File: src/rtl/tk1_perm_sched_if.sv
// TK1 schedule bus: loader/step request inputs and registered schedule state outputs.
// No storage; pure signal bundle shared by the requester (master) and the schedule unit (slave).
// Optional TK1_REWIND_EN adds rewind_i; with it undefined the port does not exist.
interface tk1_perm_sched_if #(
    parameter int W = 64
);
    logic         load_i;
    logic [W-1:0] tk1_i;
    logic         step_valid_i;
    logic         ad_i;
    logic         step_ready_o;
    logic [W-1:0] tk1_o;
    logic [7:0]   step_cnt_o;
    logic [3:0]   perm_cnt_o;
    logic         done_o;
`ifdef TK1_REWIND_EN
    logic         rewind_i;
`endif

    modport master (
`ifdef TK1_REWIND_EN
        output rewind_i,
`endif
        output load_i, tk1_i, step_valid_i, ad_i,
        input  step_ready_o, tk1_o, step_cnt_o, perm_cnt_o, done_o
    );

    modport slave (
`ifdef TK1_REWIND_EN
        input  rewind_i,
`endif
        input  load_i, tk1_i, step_valid_i, ad_i,
        output step_ready_o, tk1_o, step_cnt_o, perm_cnt_o, done_o
    );
endinterface

File: src/rtl/tk1_perm_sched.sv
// TK1 tweakey schedule: registered lane advanced by RPC (RPC-1 for AD) cell permutations per step.
// Latency: one cycle from accepted step/load/rewind to updated tk1_o and counters.
// Backpressure: step_ready_o high only while running; unaccepted requests must be held. Option: TK1_REWIND_EN.
module tk1_perm_sched #(
    parameter int CELL_W = 4,
    parameter int RPC    = 4,
    parameter int NSTEPS = 10
) (
    input  logic             clk,
    input  logic             rst,
    tk1_perm_sched_if.slave  bus
);
    localparam int          W      = 16 * CELL_W;
    // Nibble i holds the source cell index for output cell i.
    localparam logic [63:0] PERM   = 64'h7654_3210_BCEA_D8F9;
    localparam logic [3:0]  K_STEP = 4'(RPC);
    localparam logic [3:0]  K_AD   = 4'(RPC - 1);
    localparam logic [7:0]  LAST   = 8'(NSTEPS - 1);

    typedef enum logic [1:0] {IDLE, RUN, DONE} state_t;

    state_t         state_q, state_d;
    logic [W-1:0]   tk1_q, tk1_d;
    logic [7:0]     step_q, step_d;
    logic [3:0]     perm_q, perm_d;
    logic [W-1:0]   chain [0:RPC];
    logic           step_go;

    function automatic logic [W-1:0] h_perm(input logic [W-1:0] x);
        logic [W-1:0] r;
        r = '0;
        for (int i = 0; i < 16; i++) begin
            r[CELL_W*i +: CELL_W] = x[CELL_W*int'(PERM[4*i +: 4]) +: CELL_W];
        end
        return r;
    endfunction

    // Unrolled permutation network: chain[j] = H^j(current state).
    assign chain[0] = tk1_q;
    for (genvar j = 0; j < RPC; j++) begin : g_h
        assign chain[j+1] = h_perm(chain[j]);
    end

    assign step_go = bus.step_valid_i && (state_q == RUN) && !bus.load_i;

`ifdef TK1_REWIND_EN
    logic [W-1:0] save_q;
    logic         rewind_go;

    assign rewind_go = bus.rewind_i && (state_q != IDLE) && !bus.load_i;

    // Snapshot of the loaded key so a schedule can be replayed without the loader.
    always_ff @(posedge clk or posedge rst) begin
        if (rst)             save_q <= '0;
        else if (bus.load_i) save_q <= bus.tk1_i;
    end
`endif

    // Next-state and datapath selection: load beats rewind beats step.
    always_comb begin
        state_d = state_q;
        tk1_d   = tk1_q;
        step_d  = step_q;
        perm_d  = perm_q;
        if (bus.load_i) begin
            state_d = RUN;
            tk1_d   = bus.tk1_i;
            step_d  = '0;
            perm_d  = '0;
        end
`ifdef TK1_REWIND_EN
        else if (rewind_go) begin
            state_d = RUN;
            tk1_d   = save_q;
            step_d  = '0;
            perm_d  = '0;
        end
`endif
        else if (step_go) begin
            tk1_d  = bus.ad_i ? chain[RPC-1] : chain[RPC];
            step_d = step_q + 8'd1;
            perm_d = perm_q + (bus.ad_i ? K_AD : K_STEP);
            if (step_q == LAST) state_d = DONE;
        end
    end

    // State and datapath registers; reset clears the whole schedule immediately.
    always_ff @(posedge clk or posedge rst) begin
        if (rst) begin
            state_q <= IDLE;
            tk1_q   <= '0;
            step_q  <= '0;
            perm_q  <= '0;
        end else begin
            state_q <= state_d;
            tk1_q   <= tk1_d;
            step_q  <= step_d;
            perm_q  <= perm_d;
        end
    end

    assign bus.tk1_o        = tk1_q;
    assign bus.step_cnt_o   = step_q;
    assign bus.perm_cnt_o   = perm_q;
    assign bus.step_ready_o = (state_q == RUN);
    assign bus.done_o       = (state_q == DONE);
endmodule

File: src/flat_wrapper.sv
// flat-port wrapper written by rule: the top's interface ports become plain ports
module tk1_perm_sched_flat 
#(
    parameter int CELL_W = 4,
    parameter int RPC    = 4,
    parameter int NSTEPS = 10
)
  (clk, rst, bus_load_i, bus_tk1_i, bus_step_valid_i, bus_ad_i, bus_step_ready_o, bus_tk1_o, bus_step_cnt_o, bus_perm_cnt_o, bus_done_o);
  tk1_perm_sched_if #(.W(64)) bus_i ();
  input  logic clk;
  input  logic rst;
  input wire logic [$bits(bus_i.load_i)-1:0] bus_load_i;
  input wire logic [$bits(bus_i.tk1_i)-1:0] bus_tk1_i;
  input wire logic [$bits(bus_i.step_valid_i)-1:0] bus_step_valid_i;
  input wire logic [$bits(bus_i.ad_i)-1:0] bus_ad_i;
  output wire logic [$bits(bus_i.step_ready_o)-1:0] bus_step_ready_o;
  output wire logic [$bits(bus_i.tk1_o)-1:0] bus_tk1_o;
  output wire logic [$bits(bus_i.step_cnt_o)-1:0] bus_step_cnt_o;
  output wire logic [$bits(bus_i.perm_cnt_o)-1:0] bus_perm_cnt_o;
  output wire logic [$bits(bus_i.done_o)-1:0] bus_done_o;
  assign bus_i.load_i = bus_load_i;
  assign bus_i.tk1_i = bus_tk1_i;
  assign bus_i.step_valid_i = bus_step_valid_i;
  assign bus_i.ad_i = bus_ad_i;
  assign bus_step_ready_o = bus_i.step_ready_o;
  assign bus_tk1_o = bus_i.tk1_o;
  assign bus_step_cnt_o = bus_i.step_cnt_o;
  assign bus_perm_cnt_o = bus_i.perm_cnt_o;
  assign bus_done_o = bus_i.done_o;
  tk1_perm_sched #(.CELL_W(CELL_W), .RPC(RPC), .NSTEPS(NSTEPS)) u_core (.clk(clk), .rst(rst), .bus(bus_i));
endmodule
File: config.mk
export PLATFORM = sky130hd
export DESIGN_NAME = tk1_perm_sched_flat
export DESIGN_NICKNAME = d
export VERILOG_FILES = /design/src/rtl/tk1_perm_sched_if.sv /design/src/rtl/tk1_perm_sched.sv /design/src/flat_wrapper.sv
export SDC_FILE = /design/constraint.sdc
export NUM_CORES = 1
export LEC_CHECK = 0
export CAP_MARGIN = 20
export CORE_AREA = 3 3 127 129
export CTS_CLUSTER_SIZE = 12
export DETAILED_ROUTE_END_ITERATION = 7
export DIE_AREA = 0 0 130 132
export SLEW_MARGIN = 20
export SYNTH_ARGS = -nofsm -noshare
export SYNTH_HDL_FRONTEND = slang
export SYNTH_SLANG_ARGS = --single-unit
File: constraint.sdc
create_clock -name clk -period 2.8 [get_ports clk]
set_input_delay 0.28 -clock clk [delete_from_list [all_inputs] [get_ports clk]]
set_output_delay 0.28 -clock clk [all_outputs]
set_load 0.1 [all_outputs]
==> qor.csv, run 1 <==
metric;value;unit
critical-path cell with the highest stage delay;dfrtp_1;
Worst R2R Start;u_core.state_q[1]$_DFFE_PP0P_;
CTS tree;built;
clock sink count;78;
FF-to-FF path depth;4;
first drt pass iteration count;4;
Yosys reg bits;78;
most common cell after layout, fill and taps aside;buf_4;
met1 usage;0.1814;
effective utilization at floorplan;0.2976;
share of cells above drive strength 1;0.2923;
Hold Path Stages;2;
area of the placeable core;15150;um2
maximum single-stage delay on the critical path;400;ps
final hold violation count;0;
count of pins on the block boundary;147;
final routed wire length divided by cell count;16.81;um
final design utilization;0.4093;
Via Count;3681;
Setup Viol. Count Final;0;
CP delay by family, top;flip-flops;
met2 routing resource usage after global routing;0.2533;
Die Height;132;um
via count normalized by instance count;4.869;
clock network fraction of total power;0.255;
number of global-route vias before repair;3816;
run status;finished, final reports clean;
H-tree level count;3;
top library cells by usage in the layout, fill and taps aside;buf_4 (82), dfrtp_1 (78), nand2_1 (69), o21ai_0 (67), clkdlybuf4s50_1 (66);
Net count, final;638;
sw frac;0.4609;
share of the yosys chip area belonging to registers;0.4330;
worst hold path startpoint;bus_load_i;
final critical-path share of the clock period;0.5845;
Sw Pwr;2.162;mW
met3 global-route usage;0.03890;
leakage;2.844;nW
Overall Global Routing Usage;0.1490;
DP HPWL;9170;um
area delta synth->final;37.52;%
VDD IR-drop max;0.3770;mV
transition time at the pin with the least slew margin;513.8;ps
power density over the cells;756.5;nW/um2
gpl congestion;0.8516;
Mapped Area;4508;um2
number of buffer cells added on primary ports;146;
number of buffers created by CTS;9;
number of rows created at floorplan;45;
proportion of power drawn by flip-flops and latches;0.314;
Levels on crit path;4;
x dimension of the die;130;um
initial antenna violation count;0;
count of non-filler cells in the finished layout;756;
maxcap violations;0;
Net Count, Synth;507;
# DRC;0;
later-pin clock latency in the skew report;340;ps
top achievable clock speed;611.0;MHz
aggregate negative setup slack;0;ps
setup repair after global routing missed its margin;no;
data arrival time at the worst-slack endpoint;1860;ps
synthesized instance count;432;
global routing's busiest layer;met2;
crit-path cells;nand3b_4 -> nand2_2 -> buf_12 -> mux2_2;
total count of max-transition violations in the final report;0;
crit path from;u_core.state_q[1]$_DFFE_PP0P_;
Period minus WS final;1637;ps
synth unique cells;29;
peak fanout along the critical path;65;
placed cell count;740;
Critical path buffers and inverters;1;
class of the worst hold path;input port to flip-flop;
critical path launch point type;flip-flop;
post-CTS setup buffer count;0;
category of the critical setup timing path;flip-flop to flip-flop;
part of the power in combinational logic;0.431;
Clock Skews;8.995;ps
largest net degree at the start of global routing;70;
Slew HR;0.6575;
Iter 0 DRT Violations;153;
Yosys warning count;0;
number of buffers inserted for hold repair after clock tree synthesis;0;
maximum clock insertion buffer count;2;
remaining antenna violation count after routing;0;
Internal;2.528;mW
root buffer cell;clkbuf_16;
overflow left after global routing;0;
post-cts sizing count;0;
Critical Path RT;3030;ps
number of fill cells;1523;
Die Footprint;17160;um2
endpoint type of the worst setup path;flip-flop;
wire length after detailed routing;12710;um
global-route wire length before repair;20380;um
syn_area_per_cell;10.44;um2
antenna cells;0;
Clk pin slew, worst setup/hold paths;60;ps
-- metal layers --
layer	up-vias	part of all wire
li1	1791	-
met1	1771	0.43
met2	107	0.49
met3	12	0.066
met4	0	0.017
met5	-	0
-- state kept, by name (all words and copies together) (netlist names) --
name,flops
u_core.state_q,2
u_core.bus.perm_cnt_o,4
u_core.bus.step_cnt_o,8
u_core.bus.tk1_o,64
-- cells by family (layout without fill, tap and decap cells) --
logic type      count (synthesis)  in the layout  share of synthesized area
fa+ha+maj                       6              6                    0.01832
simple gates                   94             94                    0.09103
mux                           129            129                     0.3045
xor+xnor                        2              2                   0.003886
flops                          78             78                     0.4330
buf+inv                        39            175                    0.05135
compound gates                 84             84                    0.09797
-- synth_stat cells --
master / count / area, um2
mux2i_1: 64 / 640.6
fa_1: 1 / 20.02
xnor2_1: 2 / 17.52
nor2b_1: 2 / 12.51
a211oi_1: 2 / 15.01
nand4_1: 3 / 18.77
inv_1: 7 / 26.28
o311a_1: 1 / 10.01
or3_1: 3 / 18.77
clkbuf_1: 8 / 30.03
nor2_1: 8 / 30.03
nor4b_1: 1 / 8.760
or4_1: 2 / 15.01
nand3_1: 3 / 15.01
nand2_1: 70 / 262.8
and3b_1: 1 / 8.760
ha_1: 5 / 62.56
buf_6: 6 / 67.56
dfrtp_1: 78 / 1952
a21o_1: 1 / 7.510
a31o_2: 1 / 8.760
buf_2: 11 / 55.05
buf_4: 7 / 52.55
mux2_2: 61 / 686.9
mux2_1: 4 / 45.04
o21ai_0: 67 / 335.3
o31ai_1: 2 / 15.01
a21oi_1: 10 / 50.05
nand3b_4: 1 / 20.02
-- power by group through the flow --
stage / combinational (mW) / clock (mW) / sequential [mW]
final: 2.02 / 1.19 / 1.47
after global routing: 2.11 / 1.26 / 1.51
after CTS: 2.04 / 1.22 / 1.48
after detailed placement: 2.04 / 0 / 1.50
after global placement: 2.02 / 0 / 1.50
after floorplan: 0.420 / 0 / 2.58
-- per-stage QoR --
stage / worst slack (ps) / power (mW) / cell area (um2) / hold slack [ps]
after floorplan: 525.0 / 2.997 / 4508 / 510.8
after global placement: 847.7 / 3.516 / 5898 / 537.7
after detailed placement: 811.9 / 3.536 / 5898 / 539.7
after CTS: 1152 / 4.741 / 6200 / 220.4
after global routing: 1077 / 4.881 / 6200 / 249.5
final: 1163 / 4.690 / 6200 / 226.4
-- area by class of cell --
class | count | area (um2) | area share
Clock buffer | 11 | 242.7 | 0.03915
Clock inverter | 5 | 58.81 | 0.009485
Inverter | 7 | 27.53 | 0.004440
Multi-Input combinational cell | 315 | 2327 | 0.3754
Sequential cell | 78 | 1952 | 0.3148
Tap cell | 188 | 235.2 | 0.03794
Timing Repair Buffer | 152 | 1356 | 0.2188
-- path summary, 6_finish.rpt --
| kind | endpoint | slack (ps) |
|---|---|---|
| max | u_core.bus.tk1_o[17]$_DFFE_PP0P_ | 1160 |
| min | u_core.bus.step_cnt_o[5]$_DFFE_PP0P_ | 230 |
| max reg2reg | u_core.bus.tk1_o[17]$_DFFE_PP0P_ | 1160 |
| min reg2reg | u_core.bus.perm_cnt_o[0]$_DFFE_PP0P_ | 560 |
| max in group asynchronous | u_core.bus.tk1_o[62]$_DFFE_PP0P_ | 1920 |
| min in group asynchronous | u_core.bus.tk1_o[60]$_DFFE_PP0P_ | 250 |
(Power assumes the default switching activity.)
==> run 2, diff against run 1 <==
clock period = 1.6 ns   (was 2.8 ns; I/O delays follow)
==> qor.csv, run 2 (synthesis results as in run 1) <==
metric;value;unit;change
design area;7303;um2;+18%
via count normalized by instance count;4.959;;+1.9%
top library cells by usage in the layout, fill and taps aside;buf_12 (85), nand2_1 (69), dfrtp_1 (68), o21ai_0 (67), clkdlybuf4s50_1 (66);;
critical path launch point type;flip-flop;;
met2 routing resource usage after global routing;0.2533;;unchanged
total count of max-transition violations in the final report;0;;unchanged
count of pins on the block boundary;147;;unchanged
final design utilization;0.4822;;+0.07286
min setup slack post-route;110.2;ps;-1053 ps
maximum clock insertion buffer count;2;;unchanged
Net count, final;644;;+0.94%
number of global-route vias before repair;3895;;+2.1%
Total Power;8.955;mW;+91%
H-tree level count;3;;unchanged
root buffer cell;clkbuf_16;;
Slew HR;0.7021;;+0.04463
area of the placeable core;15150;um2;unchanged
initial antenna violation count;0;;unchanged
endpoint type of the worst setup path;flip-flop;;
final hold violation count;0;;unchanged
final critical-path share of the clock period;0.9311;;+0.3466
top achievable clock speed;671.2;MHz;+9.9%
final routed wire length divided by cell count;17.25;um;+2.6%
largest net degree at the start of global routing;83;;+19%
Area after DPL;7017;um2;+19%
transition time at the pin with the least slew margin;446.8;ps;-66.95 ps
leakage;3.186;nW;+12%
# DRC;0;;unchanged
Overall Global Routing Usage;0.1543;;+0.005348
antenna cells;0;;unchanged
DP HPWL;9652;um;+5.3%
most common cell after layout, fill and taps aside;buf_12;;
Clk pin slew, worst setup/hold paths;60;ps;about the same
Worst Setup Slack post-DPL;-70.16;ps;-882.1 ps
setup repair after global routing missed its margin;no;;
post-cts sizing count;0;;unchanged
later-pin clock latency in the skew report;330;ps;about the same
number of buffers inserted for hold repair after clock tree synthesis;0;;unchanged
count of non-filler cells in the finished layout;762;;+0.79%
remaining antenna violation count after routing;0;;unchanged
effective utilization at floorplan;0.2976;;unchanged
area delta synth->final;62.00;%;
CTS tree;built;;
flip-flop count of the largest register, all copies and words added;64;;unchanged
global-route wire length before repair;20970;um;+2.9%
x dimension of the die;130;um;unchanged
overflow left after global routing;0;;unchanged
Setup Viol. Count Final;0;;unchanged
Fin Hold WS;277.9;ps;+51.48 ps
placed cell count;746;;+0.81%
class of the worst hold path;input port to asynchronous set/reset pin;;
share of cells above drive strength 1;0.3275;;+0.03527
category of the critical setup timing path;flip-flop to flip-flop;;
power density over the cells;1226;nW/um2;+62%
data arrival time at the worst-slack endpoint;1710;ps;-150 ps
run status;finished, final reports clean;;
Critical Path RT;1820;ps;-1210 ps
Via Count;3779;;+2.7%
number of buffer cells added on primary ports;146;;unchanged
met1 usage;0.1909;;+0.009447
global routing's busiest layer;met2;;
Iter 0 DRT Violations;191;;+25%
maxcap violations;0;;unchanged
number of buffers created by CTS;9;;unchanged
clock sink count;78;;unchanged
Period minus WS final;1490;ps;-146.8 ps
VDD IR-drop max;0.6544;mV;+74%
Clock Skews;3.930;ps;-5.065 ps
peak fanout along the critical path;4;;-94%
met3 global-route usage;0.04295;;+0.004052
number of rows created at floorplan;45;;unchanged
gpl congestion;0.8567;;+0.60%
Die Footprint;17160;um2;unchanged
Die Height;132;um;unchanged
first drt pass iteration count;4;;unchanged
wire length after detailed routing;13140;um;+3.4%
post-CTS setup buffer count;0;;unchanged
aggregate negative setup slack;0;ps;unchanged
run 2: cell count changes in the layout (fill, tap and decap cells not counted), sizes merged:
cell,change
bufinv,-1
clkinvlp,-1
clkbuf,+1
clkinv,+1
buf,+6
run 2: power by group:
part / internal, mW / total, mW / switching (mW)
combinational: 1.64 / 4.26 / 2.62
sequential: 2.25 / 2.74 / 0.492
clock: 1.17 / 1.95 / 0.785
run 2: critical path: stages, from the launching register on:
cell and delay (ps):
dfrtp_4 520, ha_1 300, nand3_1 70, a21oi_1 150, mux2_2 340
run 2: cell type report:
cell class	count	area [um2]
sequential	78	1977
clock inverter	4	20.02
timing repair buffer	158	2415
clock buffer	12	266.5
fill	1353	7843
tap	188	235.2
multi-input combinational	315	2360
inverter	7	30.03
run 2: final timing paths:
kind | start | endpoint | slack [ps] | cells past startpoint
setup / recovery | u_core.bus.perm_cnt_o[1]$_DFFE_PP0P_ | u_core.bus.perm_cnt_o[3]$_DFFE_PP0P_ | 110 | 4
hold / removal | rst | u_core.state_q[1]$_DFFE_PP0P_ | 280 | 3
setup reg to reg | u_core.bus.perm_cnt_o[1]$_DFFE_PP0P_ | u_core.bus.perm_cnt_o[3]$_DFFE_PP0P_ | 110 | 4
hold reg to reg | u_core.state_q[1]$_DFFE_PP0P_ | u_core.state_q[1]$_DFFE_PP0P_ | 610 | 2
max in group asynchronous | rst | u_core.bus.perm_cnt_o[1]$_DFFE_PP0P_ | 940 | 3
min in group clk | bus_load_i | u_core.bus.step_cnt_o[3]$_DFFE_PP0P_ | 290 | 3
run 2: metal layers:
layer,share of wire,up-vias
met5,0,-
met4,0.023,0
met3,0.073,20
met2,0.49,132
met1,0.42,1829
li1,-,1798
